===== src/rtl/nco_voice_scheduler_pkg.sv =====
// Shared types and defaults for the NCO voice scheduler slice.
package nco_pkg;

  localparam int NUM_VOICES_DEF = 8;
  localparam int PHASE_W_DEF    = 24;

  typedef logic [$clog2(NUM_VOICES_DEF)-1:0] voice_idx_t;
  typedef logic [PHASE_W_DEF-1:0]            phase_t;

  // Scheduler sweep states. IDLE waits for the sample strobe, SWEEP walks
  // every voice through the shared adder, DONE emits the frame pulse.
  typedef enum logic [1:0] {
    IDLE  = 2'd0,
    SWEEP = 2'd1,
    DONE  = 2'd2
  } sched_state_t;

endpackage


===== src/rtl/nco_voice_scheduler_if.sv =====
// Bundle of strobe, config and result signals between the NCO scheduler and
// its controller / downstream wavetable-mixer.
//
// Transfer semantics: there is no back-pressure. A result (out_voice,
// out_phase, out_gate) is transferred on every master_clk cycle in which
// out_valid is high; the consumer must accept it in that cycle. Config writes
// and the sample strobe are likewise accepted on any cycle they are high.
interface nco_voice_scheduler_if #(
  parameter int NUM_VOICES = 8,
  parameter int PHASE_W    = 24
);
  import nco_pkg::*;

  localparam int IDX_W = $clog2(NUM_VOICES);

  // Controller -> scheduler
  logic               sample_clk_en;
  logic               cfg_we;
  logic [IDX_W-1:0]   cfg_voice;
  logic [PHASE_W-1:0] cfg_inc;
  logic               cfg_gate;
  logic               ovr_clr;

  // Scheduler -> controller / downstream
  logic               out_valid;
  logic [IDX_W-1:0]   out_voice;
  logic [PHASE_W-1:0] out_phase;
  logic               out_gate;
  logic               frame_done;
  logic               busy;
  logic               overrun;
  sched_state_t       dbg_state;

  // Controller / test side
  modport master (
    output sample_clk_en, cfg_we, cfg_voice, cfg_inc, cfg_gate, ovr_clr,
    input  out_valid, out_voice, out_phase, out_gate, frame_done, busy,
           overrun, dbg_state
  );

  // Scheduler side
  modport slave (
    input  sample_clk_en, cfg_we, cfg_voice, cfg_inc, cfg_gate, ovr_clr,
    output out_valid, out_voice, out_phase, out_gate, frame_done, busy,
           overrun, dbg_state
  );

endinterface


===== src/rtl/nco_voice_scheduler_regfile.sv =====
// Per-voice register file: phase increment, gate and phase accumulator.
// One config write port and one read-modify-write port used by the sweep.
// When both hit the same voice in one cycle the sweep sees the old inc/gate,
// the write lands in inc/gate, and a gate-off write's phase clear beats the
// accumulate.
module nco_voice_regfile #(
  parameter  int NUM_VOICES = 8,
  parameter  int PHASE_W    = 24,
  localparam int IDX_W      = $clog2(NUM_VOICES)
) (
  input  logic               clk,
  input  logic               rst,
  // config write port
  input  logic               wr_en,
  input  logic [IDX_W-1:0]   wr_idx,
  input  logic [PHASE_W-1:0] wr_inc,
  input  logic               wr_gate,
  // sweep read-modify-write port
  input  logic               sw_en,
  input  logic [IDX_W-1:0]   sw_idx,
  output logic               sw_gate,
  output logic [PHASE_W-1:0] sw_phase
);

  logic [PHASE_W-1:0] inc_q   [NUM_VOICES];
  logic [PHASE_W-1:0] phase_q [NUM_VOICES];
  logic [NUM_VOICES-1:0] gate_q;
  logic                  wr_hit;

  // Out-of-range voice indices are dropped without touching any register.
  assign wr_hit = wr_en && (int'(wr_idx) < NUM_VOICES);

  // Sweep read: new phase is the old phase plus inc when gated, wrapping
  // modulo 2^PHASE_W; ungated voices report their held phase.
  always_comb begin
    sw_gate  = gate_q[sw_idx];
    sw_phase = phase_q[sw_idx] + (gate_q[sw_idx] ? inc_q[sw_idx] : '0);
  end

  // Register update: accumulate first, config write afterwards so a phase
  // clear on the same voice takes priority.
  always_ff @(posedge clk) begin
    if (rst) begin
      gate_q <= '0;
      for (int i = 0; i < NUM_VOICES; i++) begin
        inc_q[i]   <= '0;
        phase_q[i] <= '0;
      end
    end else begin
      if (sw_en && gate_q[sw_idx]) begin
        phase_q[sw_idx] <= sw_phase;
      end
      if (wr_hit) begin
        inc_q[wr_idx]  <= wr_inc;
        gate_q[wr_idx] <= wr_gate;
        if (!wr_gate) begin
          phase_q[wr_idx] <= '0;
        end
      end
    end
  end

endmodule


===== src/rtl/nco_voice_scheduler.sv =====
// Time-multiplexed phase accumulator scheduler. Each sample strobe launches
// one sweep that pushes every voice through the shared adder, one voice per
// master_clk cycle, streaming (voice, phase, gate) results and pulsing
// frame_done after the last voice.
module nco_voice_scheduler
  import nco_pkg::*;
#(
  parameter int NUM_VOICES = NUM_VOICES_DEF,
  parameter int PHASE_W    = PHASE_W_DEF
) (
  input  logic                   master_clk,
  input  logic                   rst,
  nco_voice_scheduler_if.slave   bus
);

  localparam int               IDX_W    = $clog2(NUM_VOICES);
  localparam logic [IDX_W-1:0] LAST_IDX = IDX_W'(NUM_VOICES - 1);

  sched_state_t       state, state_n;
  logic [IDX_W-1:0]   idx, idx_n;

  logic               out_valid_q, out_valid_n;
  logic [IDX_W-1:0]   out_voice_q, out_voice_n;
  logic [PHASE_W-1:0] out_phase_q, out_phase_n;
  logic               out_gate_q,  out_gate_n;
  logic               frame_done_q, frame_done_n;
  logic               overrun_q,   overrun_n;

  logic               sw_en;
  logic               sw_gate;
  logic [PHASE_W-1:0] sw_phase;

  nco_voice_regfile #(
    .NUM_VOICES (NUM_VOICES),
    .PHASE_W    (PHASE_W)
  ) u_regfile (
    .clk      (master_clk),
    .rst      (rst),
    .wr_en    (bus.cfg_we),
    .wr_idx   (bus.cfg_voice),
    .wr_inc   (bus.cfg_inc),
    .wr_gate  (bus.cfg_gate),
    .sw_en    (sw_en),
    .sw_idx   (idx),
    .sw_gate  (sw_gate),
    .sw_phase (sw_phase)
  );

  // State, index and output registers.
  always_ff @(posedge master_clk) begin
    if (rst) begin
      state        <= IDLE;
      idx          <= '0;
      out_valid_q  <= 1'b0;
      out_voice_q  <= '0;
      out_phase_q  <= '0;
      out_gate_q   <= 1'b0;
      frame_done_q <= 1'b0;
      overrun_q    <= 1'b0;
    end else begin
      state        <= state_n;
      idx          <= idx_n;
      out_valid_q  <= out_valid_n;
      out_voice_q  <= out_voice_n;
      out_phase_q  <= out_phase_n;
      out_gate_q   <= out_gate_n;
      frame_done_q <= frame_done_n;
      overrun_q    <= overrun_n;
    end
  end

  // Next-state, sweep control and next-output logic.
  always_comb begin
    state_n      = state;
    idx_n        = idx;
    out_valid_n  = 1'b0;
    out_voice_n  = out_voice_q;
    out_phase_n  = out_phase_q;
    out_gate_n   = out_gate_q;
    frame_done_n = 1'b0;
    overrun_n    = overrun_q;
    sw_en        = 1'b0;

    case (state)
      IDLE: begin
        if (bus.sample_clk_en) begin
          state_n = SWEEP;
          idx_n   = '0;
        end
      end
      SWEEP: begin
        sw_en       = 1'b1;
        out_valid_n = 1'b1;
        out_voice_n = idx;
        out_phase_n = sw_phase;
        out_gate_n  = sw_gate;
        if (idx == LAST_IDX) begin
          state_n = DONE;
          idx_n   = '0;
        end else begin
          idx_n = idx + IDX_W'(1);
        end
      end
      DONE: begin
        frame_done_n = 1'b1;
        state_n      = IDLE;
      end
      default: begin
        state_n = IDLE;
      end
    endcase

    // A strobe outside IDLE (including the DONE->IDLE edge) is dropped and
    // flagged; setting beats a simultaneous clear.
    if (bus.ovr_clr) begin
      overrun_n = 1'b0;
    end
    if (bus.sample_clk_en && (state != IDLE)) begin
      overrun_n = 1'b1;
    end
  end

  assign bus.out_valid  = out_valid_q;
  assign bus.out_voice  = out_voice_q;
  assign bus.out_phase  = out_phase_q;
  assign bus.out_gate   = out_gate_q;
  assign bus.frame_done = frame_done_q;
  assign bus.overrun    = overrun_q;
  assign bus.busy       = (state != IDLE);
  assign bus.dbg_state  = state;

endmodule


===== src/flat_wrapper.sv =====
// flat-port wrapper written by rule: the top's interface ports become plain ports
module nco_voice_scheduler_flat import nco_pkg::*;
#(
  parameter int NUM_VOICES = NUM_VOICES_DEF,
  parameter int PHASE_W    = PHASE_W_DEF
)
  (master_clk, rst, bus_sample_clk_en, bus_cfg_we, bus_cfg_voice, bus_cfg_inc, bus_cfg_gate, bus_ovr_clr, bus_out_valid, bus_out_voice, bus_out_phase, bus_out_gate, bus_frame_done, bus_busy, bus_overrun, bus_dbg_state);
  nco_voice_scheduler_if #(.NUM_VOICES(NUM_VOICES), .PHASE_W(PHASE_W)) bus_i ();
  input  logic master_clk;
  input  logic rst;
  input wire logic [$bits(bus_i.sample_clk_en)-1:0] bus_sample_clk_en;
  input wire logic [$bits(bus_i.cfg_we)-1:0] bus_cfg_we;
  input wire logic [$bits(bus_i.cfg_voice)-1:0] bus_cfg_voice;
  input wire logic [$bits(bus_i.cfg_inc)-1:0] bus_cfg_inc;
  input wire logic [$bits(bus_i.cfg_gate)-1:0] bus_cfg_gate;
  input wire logic [$bits(bus_i.ovr_clr)-1:0] bus_ovr_clr;
  output wire logic [$bits(bus_i.out_valid)-1:0] bus_out_valid;
  output wire logic [$bits(bus_i.out_voice)-1:0] bus_out_voice;
  output wire logic [$bits(bus_i.out_phase)-1:0] bus_out_phase;
  output wire logic [$bits(bus_i.out_gate)-1:0] bus_out_gate;
  output wire logic [$bits(bus_i.frame_done)-1:0] bus_frame_done;
  output wire logic [$bits(bus_i.busy)-1:0] bus_busy;
  output wire logic [$bits(bus_i.overrun)-1:0] bus_overrun;
  output wire logic [$bits(bus_i.dbg_state)-1:0] bus_dbg_state;
  assign bus_i.sample_clk_en = bus_sample_clk_en;
  assign bus_i.cfg_we = bus_cfg_we;
  assign bus_i.cfg_voice = bus_cfg_voice;
  assign bus_i.cfg_inc = bus_cfg_inc;
  assign bus_i.cfg_gate = bus_cfg_gate;
  assign bus_i.ovr_clr = bus_ovr_clr;
  assign bus_out_valid = bus_i.out_valid;
  assign bus_out_voice = bus_i.out_voice;
  assign bus_out_phase = bus_i.out_phase;
  assign bus_out_gate = bus_i.out_gate;
  assign bus_frame_done = bus_i.frame_done;
  assign bus_busy = bus_i.busy;
  assign bus_overrun = bus_i.overrun;
  assign bus_dbg_state = bus_i.dbg_state;
  nco_voice_scheduler #(.NUM_VOICES(NUM_VOICES), .PHASE_W(PHASE_W)) u_core (.master_clk(master_clk), .rst(rst), .bus(bus_i));
endmodule

===== config.mk =====
export PLATFORM = sky130hd
export DESIGN_NAME = nco_voice_scheduler_flat
export DESIGN_NICKNAME = d
export VERILOG_FILES = /design/src/rtl/nco_voice_scheduler_pkg.sv /design/src/rtl/nco_voice_scheduler_if.sv /design/src/rtl/nco_voice_scheduler_regfile.sv /design/src/rtl/nco_voice_scheduler.sv /design/src/flat_wrapper.sv
export SDC_FILE = /design/constraint.sdc
export NUM_CORES = 1
export LEC_CHECK = 0
export ABC_AREA = 1
export BUFFER_PORTS_ARGS = -buffer_cell sky130_fd_sc_hd__buf_2
export CAP_MARGIN = 20
export CELL_PAD_IN_SITES_DETAIL_PLACEMENT = 2
export CELL_PAD_IN_SITES_GLOBAL_PLACEMENT = 2
export CORE_MARGIN = 3
export CORE_UTILIZATION = 41
export DETAILED_ROUTE_END_ITERATION = 8
export GPL_ROUTABILITY_DRIVEN = 0
export GPL_TIMING_DRIVEN = 0
export PLACE_DENSITY = 0.94
export SYNTH_ARGS = -nofsm -noshare
export SYNTH_HDL_FRONTEND = slang
export SYNTH_SLANG_ARGS = --single-unit

===== constraint.sdc =====
create_clock -name master_clk -period 9.46 [get_ports master_clk]
set_input_delay 2.365 -clock master_clk [delete_from_list [all_inputs] [get_ports master_clk]]
set_output_delay 2.365 -clock master_clk [all_outputs]
set_load 0.02 [all_outputs]

==> impl_metrics.tcl <==
set metrics [dict create \
    run_status "completed" \
    synthCells 2556 \
    cts_tree "done" \
    clkLatencyLatePin_ns 0.64 \
    cts.repair.resized 0 \
    htree_levels 2 \
    yosysMostFrequentCell "nand2_1" \
    dr.pass1.iters 6 \
    antenna_found_initial 8 \
    core-area_sq_um 48300 \
    die_h_microns 229 \
    hold_violations 0 \
    reg2reg_depth 17 \
    wire_per_inst_microns 36.5 \
    worstMarginPinSlew_ns 1.11 \
    clock-sinks 431 \
    track_usage_pct 46.0 \
    cp-end-kind "flop" \
    dp_hpwl_mm 76.4 \
    arrival_ns 6.52 \
    rsz0062_at_grt "no" \
    ios 67 \
    antenna_left 0 \
    fin_nets 2739 \
    syn_nets 2615 \
    async_flop_share_pct 0 \
    avgSynthCellArea_sq_um 7.95 \
    drive_above_1_share_pct 9.68 \
    start_util_pct 42.0 \
    crit_end "u_core.u_regfile.phase_q[3][19]$_SDFFE_PP0P_" \
    route.met2.wl_mm 54.5 \
    pwr_density_cell_nw_per_um2 200 \
    maxCapViolCount 0 \
    synth_top_cell_by_area "edfxtp_1" \
    slew_headroom_pct 25.8 \
    worstHoldPathType "flop to flop" \
    p_leak_nw 9.52 \
    netlist_area_sq_um 20300 \
    synth.area.top_cells "edfxtp_1, dfxtp_1, nand2_1" \
    critical_path_class "flop to flop" \
    cts_buffers 49 \
    fin_tns_setup_ns 0 \
    slew_violations 0 \
    grt_pass1_wl_mm 177 \
    synth_edf_count 192 \
    synth.distinct_cells 42 \
    synth-seq-cells 431 \
    startpoint_type "flop" \
    fp.dieW_microns 229 \
    place_ws_ns 3.94 \
    rows 80 \
    final.period_utilization_pct 63.9 \
    die_area_sq_um 52300 \
    cts_root_buf "clkbuf_16" \
    drt-total-wl_mm 123 \
    post-cts-setup-buffer-count 0 \
    worstPathMaxFanout 10 \
    final_cells 3375 \
    cts_hold_buf 0 \
    ys_seq_area_share_pct 51.9 \
    synth.top_cells.by_count "nand2_1, nor2_1, dfxtp_1" \
    clock.fmax_ghz 0.165 \
    synthToLayoutAreaGrowth_pct 15.1 \
    grt_start_max_net_pins 18 \
    final.setup.worst_slack_ns 3.41 \
    clockBufferDepth 3 \
    grt-ovfl-total 0 \
    worstPathRequired_ns 9.93 \
    ys_warn_count 0 \
    fin_hold_ws_ns 0.469 \
    drt-initial-drc-count 3281 \
    synth_ff_type "dfxtp_1" \
    vdd_drop_max_mv 0.150 \
    vias 22904 \
    fillers 5381 \
    r2r_end "u_core.u_regfile.phase_q[3][19]$_SDFFE_PP0P_" \
    setup_violations 0 \
    finalClockSkew_ns 0.0471 \
    synth_top_cell_area_share_pct 28.4 \
    reg2reg_slack_ns 3.41 \
    dp.cells 3284 \
    dr.max_layer_used "met5" \
    grt_pass1_vias 24419 \
    wl_met1_mm 43.8 \
    portBuffers 62 \
    routed-wl-met3_mm 15.1 \
    clk_pin_slew_worst_paths_ns 0.07 \
    drc_errors 0 \
    period_needed_ns 6.05 \
    via_per_inst 6.79 \
]
## kinds of logic after synthesis
kind of cell             share of synthesized area, %
AO/OA/AOI/OAI                                    13.3
XOR/XNOR                                        0.745
adder cells (fa/ha/maj)                          1.64
buffers and inverters                            6.54
flip-flops                                       51.9
AND/OR/NAND/NOR                                  25.9
## per-stage QoR
stage | cell area, sq um | total power, mW | util (%)
after detailed placement | 21700 | 2.46 | 44.9
after floorplan | 20300 | 2.26 | -
after global placement | 21500 | 2.40 | 44.4
final | 23400 | 4.67 | 48.4
after CTS | 23400 | 4.59 | 48.4
after global routing | 23400 | 4.69 | 48.4
## cell usage in the layout, fill, tap and decap left out, types with 8 or more instances in the layout
| cell | n |
|---|---|
| buf_2 | 91 |
| edfxtp_1 | 192 |
| a32o_1 | 10 |
| a21oi_1 | 235 |
| a31oi_1 | 14 |
| clkbuf_1 | 85 |
| clkbuf_8 | 9 |
| buf_6 | 14 |
| buf_4 | 24 |
| nor3_1 | 11 |
| nand2_1 | 630 |
| clkinv_2 | 9 |
| inv_2 | 11 |
| nand4_1 | 11 |
| o21ai_0 | 172 |
| inv_1 | 120 |
| o22ai_1 | 61 |
| buf_1 | 16 |
| buf_16 | 8 |
| ha_1 | 25 |
| nand3_1 | 176 |
| nor2_1 | 427 |
| dfxtp_1 | 239 |
| clkbuf_16 | 50 |
## flip-flops by register name (all words and copies together) (netlist names), named ones only
register	cells
u_core.bus.frame_done	1
u_core.bus.out_phase	24
u_core.u_regfile.inc_q	192
u_core.bus.out_gate	1
u_core.bus.out_valid	1
u_core.bus.out_voice	3
u_core.u_regfile.phase_q	192
u_core.bus.overrun	1
u_core.idx	3
u_core.bus.dbg_state	2
u_core.u_regfile.gate_q	8
## worst max-delay path, stage by stage, from the launching register on
cell and delay [ns]:
dfxtp_1 0.52, buf_2 0.36, buf_2 0.38, buf_2 0.43, buf_2 0.43, nor2_1 0.10
o22ai_1 0.42, nor2_1 0.08, a31oi_1 0.50, ha_1 0.46, nand2_1 0.21, inv_1 0.06
a21oi_1 0.29, inv_1 0.09, a21oi_1 0.22, nand4_1 0.75, nand3_1 0.42, a21oi_1 0.11
## report_power, final
part | leakage [nW] | internal [mW] | switching [mW]
Sequential | 3.77 | 2.00 | 0.0386
Clock | 0.841 | 1.22 | 0.971
Combinational | 4.91 | 0.0904 | 0.356
Total | 9.52 | 3.31 | 1.36
## worst min path at each step
| stage | start | endpoint | cells after the start |
|---|---|---|---|
| floorplan | u_core.u_regfile.phase_q[3][0]$_SDFFE_PP0P_ | u_core.u_regfile.phase_q[3][0]$_SDFFE_PP0P_ | 2 |
| global placement | u_core.bus.out_phase[13]$_SDFFE_PP0P_ | u_core.bus.out_phase[13]$_SDFFE_PP0P_ | 2 |
| detailed placement | u_core.bus.out_phase[18]$_SDFFE_PP0P_ | u_core.bus.out_phase[18]$_SDFFE_PP0P_ | 2 |
| CTS | u_core.bus.out_phase[4]$_SDFFE_PP0P_ | u_core.bus.out_phase[4]$_SDFFE_PP0P_ | 2 |
| global route | u_core.u_regfile.phase_q[6][19]$_SDFFE_PP0P_ | u_core.u_regfile.phase_q[6][19]$_SDFFE_PP0P_ | 2 |
| finish | u_core.bus.out_phase[4]$_SDFFE_PP0P_ | u_core.bus.out_phase[4]$_SDFFE_PP0P_ | 2 |
## layout make-up
cell class | count | area, sq um | share of cell area (%)
diodes | 2 | 5.00 | 0.0214
well taps | 656 | 821 | 3.51
plain buffers | 162 | 828 | 3.54
clock inverters | 22 | 275 | 1.18
clock buffers | 66 | 1420 | 6.05
inverters | 133 | 502 | 2.14
repair buffers | 73 | 553 | 2.36
flip-flops and latches | 431 | 10600 | 45.1
multi-input cells | 1830 | 8450 | 36.1
## metal layers
layer	GRT usage [%]	up-vias
met1	55.3	11370
li1	-	8770
met2	72.6	2055
met4	29.9	16
met3	12.6	693
met5	0	-
Note: power is estimated with default switching activity, not from simulation.
